<file path="src/rtl/lcd_de_rx.sv">
// lcd_de_rx
//    Receive end of a DE-mode RGB565 LCD link (clock, DEN and R5/G6/B5; no
//    HSYNC or VSYNC). Line and frame boundaries are recovered from DEN alone.
//    The block emits a registered pixel stream with x/y coordinates, measures
//    line length and line count, flags timing errors and reports lock.
//
// Ports
//    i_clk, i_rst        pixel clock; asynchronous active-high reset
//    i_den, i_R/G/B      data enable and pixel colour from the link
//    o_valid             o_x/o_y/o_R/o_G/o_B hold an in-range pixel
//    o_x, o_y            pixel column and row
//    o_R, o_G, o_B       registered pixel colour
//    o_sof               pulses with pixel (0,0)
//    o_eol               pulses in the cycle after the last pixel of a line
//    o_eof               pulses when vertical blank is confirmed after a frame
//    o_line_len          DEN-high length of the last completed line
//    o_frame_lines       line count of the last completed frame
//    o_err_hlen          pulses when the last line length != H_ACTIVE
//    o_err_vlen          pulses with o_eof when the frame line count != V_ACTIVE
//    o_locked            level: the last frame was error-free
//
// state    | meaning
// ---------+------------------------------------------------------------------
// S_SEARCH | after reset; wait for vertical blank, ignore partial frame
// S_ARMED  | vertical blank seen; next DEN rise is pixel (0,0)
// S_ACTIVE | inside a line, one pixel per DEN-high cycle
// S_HBLANK | between lines; DEN rise starts a new line, vblank ends the frame
module lcd_de_rx #(
   parameter int H_ACTIVE   = 800,
   parameter int V_ACTIVE   = 480,
   parameter int VBLANK_MIN = 2048,
   parameter int CW         = 12
) (
   input  logic          i_clk,
   input  logic          i_rst,
   input  logic          i_den,
   input  logic [4:0]    i_R,
   input  logic [5:0]    i_G,
   input  logic [4:0]    i_B,
   output logic          o_valid,
   output logic [9:0]    o_x,
   output logic [9:0]    o_y,
   output logic [4:0]    o_R,
   output logic [5:0]    o_G,
   output logic [4:0]    o_B,
   output logic          o_sof,
   output logic          o_eol,
   output logic          o_eof,
   output logic [CW-1:0] o_line_len,
   output logic [CW-1:0] o_frame_lines,
   output logic          o_err_hlen,
   output logic          o_err_vlen,
   output logic          o_locked
);

   typedef enum logic [1:0] {S_SEARCH, S_ARMED, S_ACTIVE, S_HBLANK} state_t;

   localparam logic [CW-1:0] C_H     = CW'(H_ACTIVE);
   localparam logic [CW-1:0] C_V     = CW'(V_ACTIVE);
   localparam logic [CW-1:0] C_VB    = CW'(VBLANK_MIN);
   localparam logic [CW-1:0] C_VB_M1 = CW'(VBLANK_MIN - 1);
   localparam logic [CW-1:0] C_MAX   = '1;

   state_t        r_state, w_next;
   logic [CW-1:0] r_lowrun;
   logic [CW-1:0] r_x, r_y;
   logic          r_hlen_bad;

   logic          w_vb, w_pix, w_line_start, w_fall, w_eof, w_in_range;
   logic [CW-1:0] w_px_x, w_px_y, w_x_inc, w_y_inc;

   // vb fires only on the cycle the low run first reaches VBLANK_MIN; the
   // counter then saturates so it cannot fire again until DEN goes high.
   assign w_vb         = !i_den && (r_lowrun == C_VB_M1);
   assign w_line_start = i_den && (r_state == S_ARMED || r_state == S_HBLANK);
   assign w_pix        = i_den && (r_state != S_SEARCH);
   assign w_fall       = !i_den && (r_state == S_ACTIVE);
   assign w_eof        = w_vb && (r_state == S_HBLANK);
   assign w_px_x       = w_line_start ? '0 : r_x;
   assign w_px_y       = (r_state == S_ARMED) ? '0 : r_y;
   assign w_in_range   = (w_px_x < C_H) && (w_px_y < C_V);
   assign w_x_inc      = (w_px_x == C_MAX) ? C_MAX : w_px_x + 1'b1;
   assign w_y_inc      = (r_y == C_MAX) ? C_MAX : r_y + 1'b1;

   always_comb begin
      w_next = r_state;
      case (r_state)
         S_SEARCH: if (w_vb)  w_next = S_ARMED;
         S_ARMED:  if (i_den) w_next = S_ACTIVE;
         S_ACTIVE: if (!i_den) w_next = S_HBLANK;
         S_HBLANK: begin
            if (i_den)     w_next = S_ACTIVE;
            else if (w_vb) w_next = S_ARMED;
         end
         default:  w_next = S_SEARCH;
      endcase
   end

   always_ff @(posedge i_clk or posedge i_rst) begin
      if (i_rst) begin
         r_state       <= S_SEARCH;
         r_lowrun      <= '0;
         r_x           <= '0;
         r_y           <= '0;
         r_hlen_bad    <= 1'b0;
         o_valid       <= 1'b0;
         o_x           <= '0;
         o_y           <= '0;
         o_R           <= '0;
         o_G           <= '0;
         o_B           <= '0;
         o_sof         <= 1'b0;
         o_eol         <= 1'b0;
         o_eof         <= 1'b0;
         o_line_len    <= '0;
         o_frame_lines <= '0;
         o_err_hlen    <= 1'b0;
         o_err_vlen    <= 1'b0;
         o_locked      <= 1'b0;
      end else begin
         r_state <= w_next;

         if (i_den)               r_lowrun <= '0;
         else if (r_lowrun != C_VB) r_lowrun <= r_lowrun + 1'b1;

         if (w_pix) r_x <= w_x_inc;

         if (r_state == S_ARMED && i_den) r_y <= '0;
         else if (w_fall)               r_y <= w_y_inc;

         o_valid <= w_pix && w_in_range;
         // Out-of-range pixels keep the last in-range coordinate and colour.
         if (w_pix && w_in_range) begin
            o_x <= 10'(w_px_x);
            o_y <= 10'(w_px_y);
            o_R <= i_R;
            o_G <= i_G;
            o_B <= i_B;
         end
         o_sof <= i_den && (r_state == S_ARMED);

         o_eol      <= w_fall;
         o_err_hlen <= w_fall && (r_x != C_H);
         if (w_fall) o_line_len <= r_x;

         o_eof      <= w_eof;
         o_err_vlen <= w_eof && (r_y != C_V);
         if (w_eof) o_frame_lines <= r_y;

         if (r_state == S_ARMED && i_den)   r_hlen_bad <= 1'b0;
         else if (w_fall && (r_x != C_H))   r_hlen_bad <= 1'b1;

         if (r_state == S_SEARCH)           o_locked <= 1'b0;
         else if (w_fall && (r_x != C_H))   o_locked <= 1'b0;
         else if (w_eof)                    o_locked <= !r_hlen_bad && (r_y == C_V);
      end
   end

endmodule

</file>
<file path="config.mk">
export PLATFORM = sky130hd
export DESIGN_NAME = lcd_de_rx
export DESIGN_NICKNAME = d
export VERILOG_FILES = /design/src/rtl/lcd_de_rx.sv
export SDC_FILE = /design/constraint.sdc
export NUM_CORES = 1
export LEC_CHECK = 0
export CAP_MARGIN = 10
export CELL_PAD_IN_SITES_DETAIL_PLACEMENT = 0
export CELL_PAD_IN_SITES_GLOBAL_PLACEMENT = 1
export CORE_UTILIZATION = 32
export DETAILED_ROUTE_END_ITERATION = 10
export PLACE_DENSITY_LB_ADDON = 0.1
export REMOVE_ABC_BUFFERS = 1
export SLEW_MARGIN = 30
export SYNTH_ARGS = -nofsm -noshare
export SYNTH_HDL_FRONTEND = slang
export SYNTH_SLANG_ARGS = --single-unit
export TNS_END_PERCENT = 10
</file>
<file path="constraint.sdc">
create_clock -name i_clk -period 7.9 [get_ports i_clk]
set_input_delay 1.185 -clock i_clk [delete_from_list [all_inputs] [get_ports i_clk]]
set_output_delay 1.185 -clock i_clk [all_outputs]
set_load 0.01 [all_outputs]
</file>
; Yosys cells after proc, flatten, opt, wreduce, memory -nomap -nowiden
; Cells that the tools add are included.
; W data, S select, Z words.
[totals]
wordCells = 75
reg_bits = 106
[op_classes]
add_sub_neg = 3
n_lt_le_gt_ge = 2
n_eq_ne = 12
n_reduce_logical = 21
n_mux = 18
[op_table]
columns = op, n
row1 = $mux W12, 8
row2 = $add A12 B1 Y12 const B, 3
row3 = $eq A12 B12 Y1 const B, 2
row4 = $eq A12 B11 Y1 const B, 1
row5 = $eq A12 B9 Y1 const B, 1
row6 = $lt A12 B10 Y1 const B, 1
row7 = $lt A12 B9 Y1 const B, 1
row8 = $ne A12 B10 Y1 const B, 1
row9 = $ne A12 B12 Y1 const B, 1
row10 = $ne A12 B9 Y1 const B, 1
row11 = $logic_and A1 B1 Y1, 11
row12 = $mux W2, 4
row13 = $pmux W2 S4, 1
row14 = $reduce_bool A2 Y1, 4
row15 = $mux W1, 5
row16 = $eq A2 B2 Y1 const B, 2
row17 = $ne A2 B2 Y1 const B, 2
row18 = $reduce_bool A3 Y1, 1
row19 = $eq A2 B1 Y1 const B, 1
row20 = $logic_not A1 Y1, 2
row21 = $logic_not A2 Y1, 1
row22 = $reduce_and A2 Y1, 1
row23 = $logic_or A1 B1 Y1, 1

; Logic depth before layout (Yosys ltp)
[depth]
word_depth = 7
mapped_depth = 9

; Least setup slack after synthesis
; OpenSTA, ideal clock, no wires.
[synth_path]
kind = input -> register
from = input i_den
to = register r_x[0]
arrival_time_ps = 3011
path_stages = 9
n_path_buf = 2
slack_ps = 4812
path_cell_list = buf_2 nand2_1 clkbuf_1 and2_1 ha_1 nand2_1 nor4_2 nor2_1 a21oi_1
[synth_via]
elab_chain_cells = 4
word_cells_on_any_way = 6
classes_between = add/sub: 1 / eq/ne: 1 / mux: 2 / reduce/logical: 2
[synth_rtl]
columns = element, line_no
row1 = "start, declared", 36  ; input logic i_den,
row2 = $logic_and A1 B1 Y1, 75  ; assign w_line_start = i_den && (r_state == S_ARMED || r_state == S_HBLANK);
row3 = $mux W12, 79  ; assign w_px_x = w_line_start ? '0 : r_x;
row4 = via w_px_x[1], 70  ; logic [CW-1:0] w_px_x, w_px_y, w_x_inc, w_y_inc;
row5 = $eq A12 B12 Y1, 82  ; assign w_x_inc = (w_px_x == C_MAX) ? C_MAX : w_px_x + 1'b1;
row6 = $mux W12, 82
row7 = "end signal, assigned", 126  ; if (w_pix) r_x <= w_x_inc;
row8 = "end, declared", 66  ; logic [CW-1:0] r_x, r_y;
; The timed path passes the listed nets, and every way through them passes these cells.
; A chain may end at the register's enable or synchronous reset.

; Worst setup path after layout
[layout_path]
from = input i_den
to = register o_R[4]
[layout_via]
elab_chain_cells = 5
word_cells_on_any_way = 6
classes_between = order compare: 1 / mux: 1 / reduce/logical: 4
[layout_rtl]
columns = element, line_no
row1 = $logic_and A1 B1 Y1, 75
row2 = $mux W12, 79
row3 = $lt A12 B10 Y1, 81  ; assign w_in_range = (w_px_x < C_H) && (w_px_y < C_V);
row4 = $logic_and A1 B1 Y1, 81
row5 = $logic_and A1 B1 Y1 (*), 133  ; if (w_pix && w_in_range) begin
row6 = "end signal, assigned", 136  ; o_R <= i_R;
row7 = "end, declared", 43  ; output logic [4:0] o_R,
; Every way passes the cells marked *; elsewhere a longest branch is shown, timed or not.

==> impl_metrics.toml <==
[run_status]
run_status = "complete, but fails checks"
failed_checks = "DRC"

[timing]
finalCritPeriodShare_pct = 53.1
slew_viol_final = 0
worst_pin_slew_ns = 0.866
final_hold_viol_count = 0
slew-limit-headroom_pct = 41.8
grt_setup_unrepaired = "no"
setup_tns_ns = 0
min_period_ns = 4.19
fmax_ghz = 0.238
skew_ns = 0.00552
setup_viol = 0

[die]
die_area_um2 = 15700
std_cell_rows = 44
die_y_um = 125
ios = 86
start_util_pct = 33.2
core-area_um2 = 14700
die_w_um = 125

[logic_synthesis]
syn_avg_cell_area_um2 = 10.6
synth_area_um2 = 4880
synthCells = 459
yosys_most_used_dff = "dfrtp_1"
synthArstFlopShare_pct = 100
ys_types = 62
ys_ff_latch = 106
yosys_warnings = 0
synth-seq-area-share_pct = 54.4
synth_edf_count = 0

[power_and_ir_drop]
power_frac_clock_pct = 36.1
powerDensity_nw_per_um2 = 226
p_sw_share_pct = 26.6
irDropWorstVdd_v = 0.000138
power.leakage_nw = 2.68
p_sw_uw = 373
p_int_mw = 1.03
comb_power_share_pct = 16.5
p_total_mw = 1.40
power_frac_seq_pct = 47.4

[worst_setup_path]
cp.required_ns = 8.14
ff2ff_path_depth = 5
reg2reg_to = "o_R[4]"
cp.arrival_ns = 4.43
path_buf_inv = 2
crit_type = "primary input to flip-flop"
cp_cell_sequence = "clkdlybuf4s50_1 -> and2_1 -> o32ai_2 -> a211oi_4 -> buf_4 -> mux2_2"
cp-start-kind = "primary input"
path_delay_family = "buffers and inverters"
ff2ff_setup_slack_ns = 4.91
end_kind = "flip-flop"
cpPeakStageDelay_ns = 0.87
path_max_fanout = 26
reg2reg_from = "r_state[0]"
slowest_stage = "clkdlybuf4s50_1"

[finish]
fin_area_um2 = 6200
layout_common_cells = "106 x dfrtp_1, 85 x clkdlybuf4s50_1, 67 x nand2_1, 32 x nor2_1, 22 x inv_1"
nFillCells = 1427
final-seq-area_um2 = 2650
mostFrequentLayoutCell = "dfrtp_1"
num-nets-final = 557
multi_input_area_um2 = 2010
syn_to_final_growth_pct = 27.2
antenna_cells = 0
drive_gt1_share_pct = 8.75

[routing]
drtIter0Drc = 194
viasPerCell = 4.98
drt_wl_total_um = 11200
drc = 9
dr.pass1.iters = 10
ant_nets = 0
wl_per_cell_um = 15.6
vias = 3591

[clocking]
clockBufferDepth = 2
cts_tree = "yes"
clock_sinks = 106
h-tree-depth = 3
numCtsBuffers = 9
post_cts_buffers = 0
post_cts_resized = 0
postCtsHoldBufs = 0
root_buffer = "clkbuf_16"
cts.clk_slew.worst_paths_ns = 0.07
clk_latency_ns = 0.35

[min_path]
whs_path_depth = 1
hold_path_class = "flip-flop to flip-flop"
min_from = "r_hlen_bad"
min_to = "r_hlen_bad"

[placement]
gp_congestion = 0.787
portBuffers = 85
place_area_um2 = 5860
hpwl_um = 7550

[global_route]
grt_pass1_vias = 3594
antenna_found_initial = 0
grt_max_degree = 67
grt_use_total_pct = 15.4
grt_overflow = 0
grt_pass1_wl_um = 19100

[job]
max-cap-violations = 0
## final cells by class
class,count,area share (%)
flip-flops and latches,106,42.8
multi-input cells,304,32.5
repair buffers,88,14.1
well taps,184,3.71
clock buffers,10,3.69
clock inverters,5,1.67
inverters,24,1.53
## cells by family after synthesis
logic type,Yosys count,share of synthesized area (%)
AND/OR/NAND/NOR,179,18.6
AO/OA/AOI/OAI,62,8.90
XOR/XNOR,10,1.80
adder cells (fa/ha/maj),5,1.28
flip-flops,106,54.4
multiplexers,48,10.6
buffers and inverters,49,4.36
## sequential cells by signal, summed over array words and instances, names as in the netlist, 5 cells and up
name,cells
o_x,10
r_lowrun,12
o_line_len,12
o_R,5
o_B,5
o_y,10
r_x,12
r_y,12
o_frame_lines,12
o_G,6
## through the flow
stage / worst slack [ns] / std cells / hold WS, ns / util, %
floorplan: 3.93 / 434 / 0.442 / -
global placement: 3.38 / 706 / 0.458 / 39.9
detailed placement: 3.31 / 706 / 0.462 / 39.9
CTS: 3.69 / 721 / 0.480 / 42.2
global route: 3.46 / 721 / 0.499 / 42.2
finish: 3.71 / 721 / 0.473 / 42.2
## power by group through the flow
stage	Combinational, mW	Sequential (mW)	Clock [mW]
floorplan	0.102	0.676	0
global placement	0.233	0.677	0
detailed placement	0.235	0.678	0
CTS	0.237	0.667	0.528
global route	0.256	0.677	0.545
finish	0.232	0.666	0.506
## synth_stat cells, types with 6 or more instances
cell type | number | area, um^2
dfrtp_1 | 106 | 2650
nand2_1 | 67 | 251
nor2_1 | 33 | 124
inv_1 | 23 | 86.3
mux2i_1 | 17 | 170
o21ai_0 | 17 | 85.1
mux2_2 | 16 | 180
mux2_1 | 15 | 169
nand3_1 | 15 | 75.1
clkbuf_1 | 12 | 45.0
nor3_1 | 11 | 55.1
a21oi_1 | 10 | 50.1
nand4_1 | 10 | 62.6
a31oi_1 | 6 | 37.5
and2_1 | 6 | 37.5
buf_2 | 6 | 30.0
o311ai_0 | 6 | 52.6
xor2_1 | 6 | 52.6
## layer usage
layer  up-vias  wire length (um)  global-route usage (%)
met1      1752              5360                    20.7
li1       1751                 -                       -
met3         8               497                    4.84
met5         -                 0                       0
met2        80              5290                    23.9
met4         0                89                    4.09
## worst max path at each step
stage,depth (start not counted),to,from
2_1_floorplan,1,o_B[0],i_rst
3_3_place_gp,6,o_R[4],i_den
3_5_place_dp,6,o_R[4],i_den
4_1_cts,6,o_R[4],i_den
5_1_grt,6,o_B[3],i_den
6_report,6,o_R[4],i_den
Power figures use the tool's default switching activity.
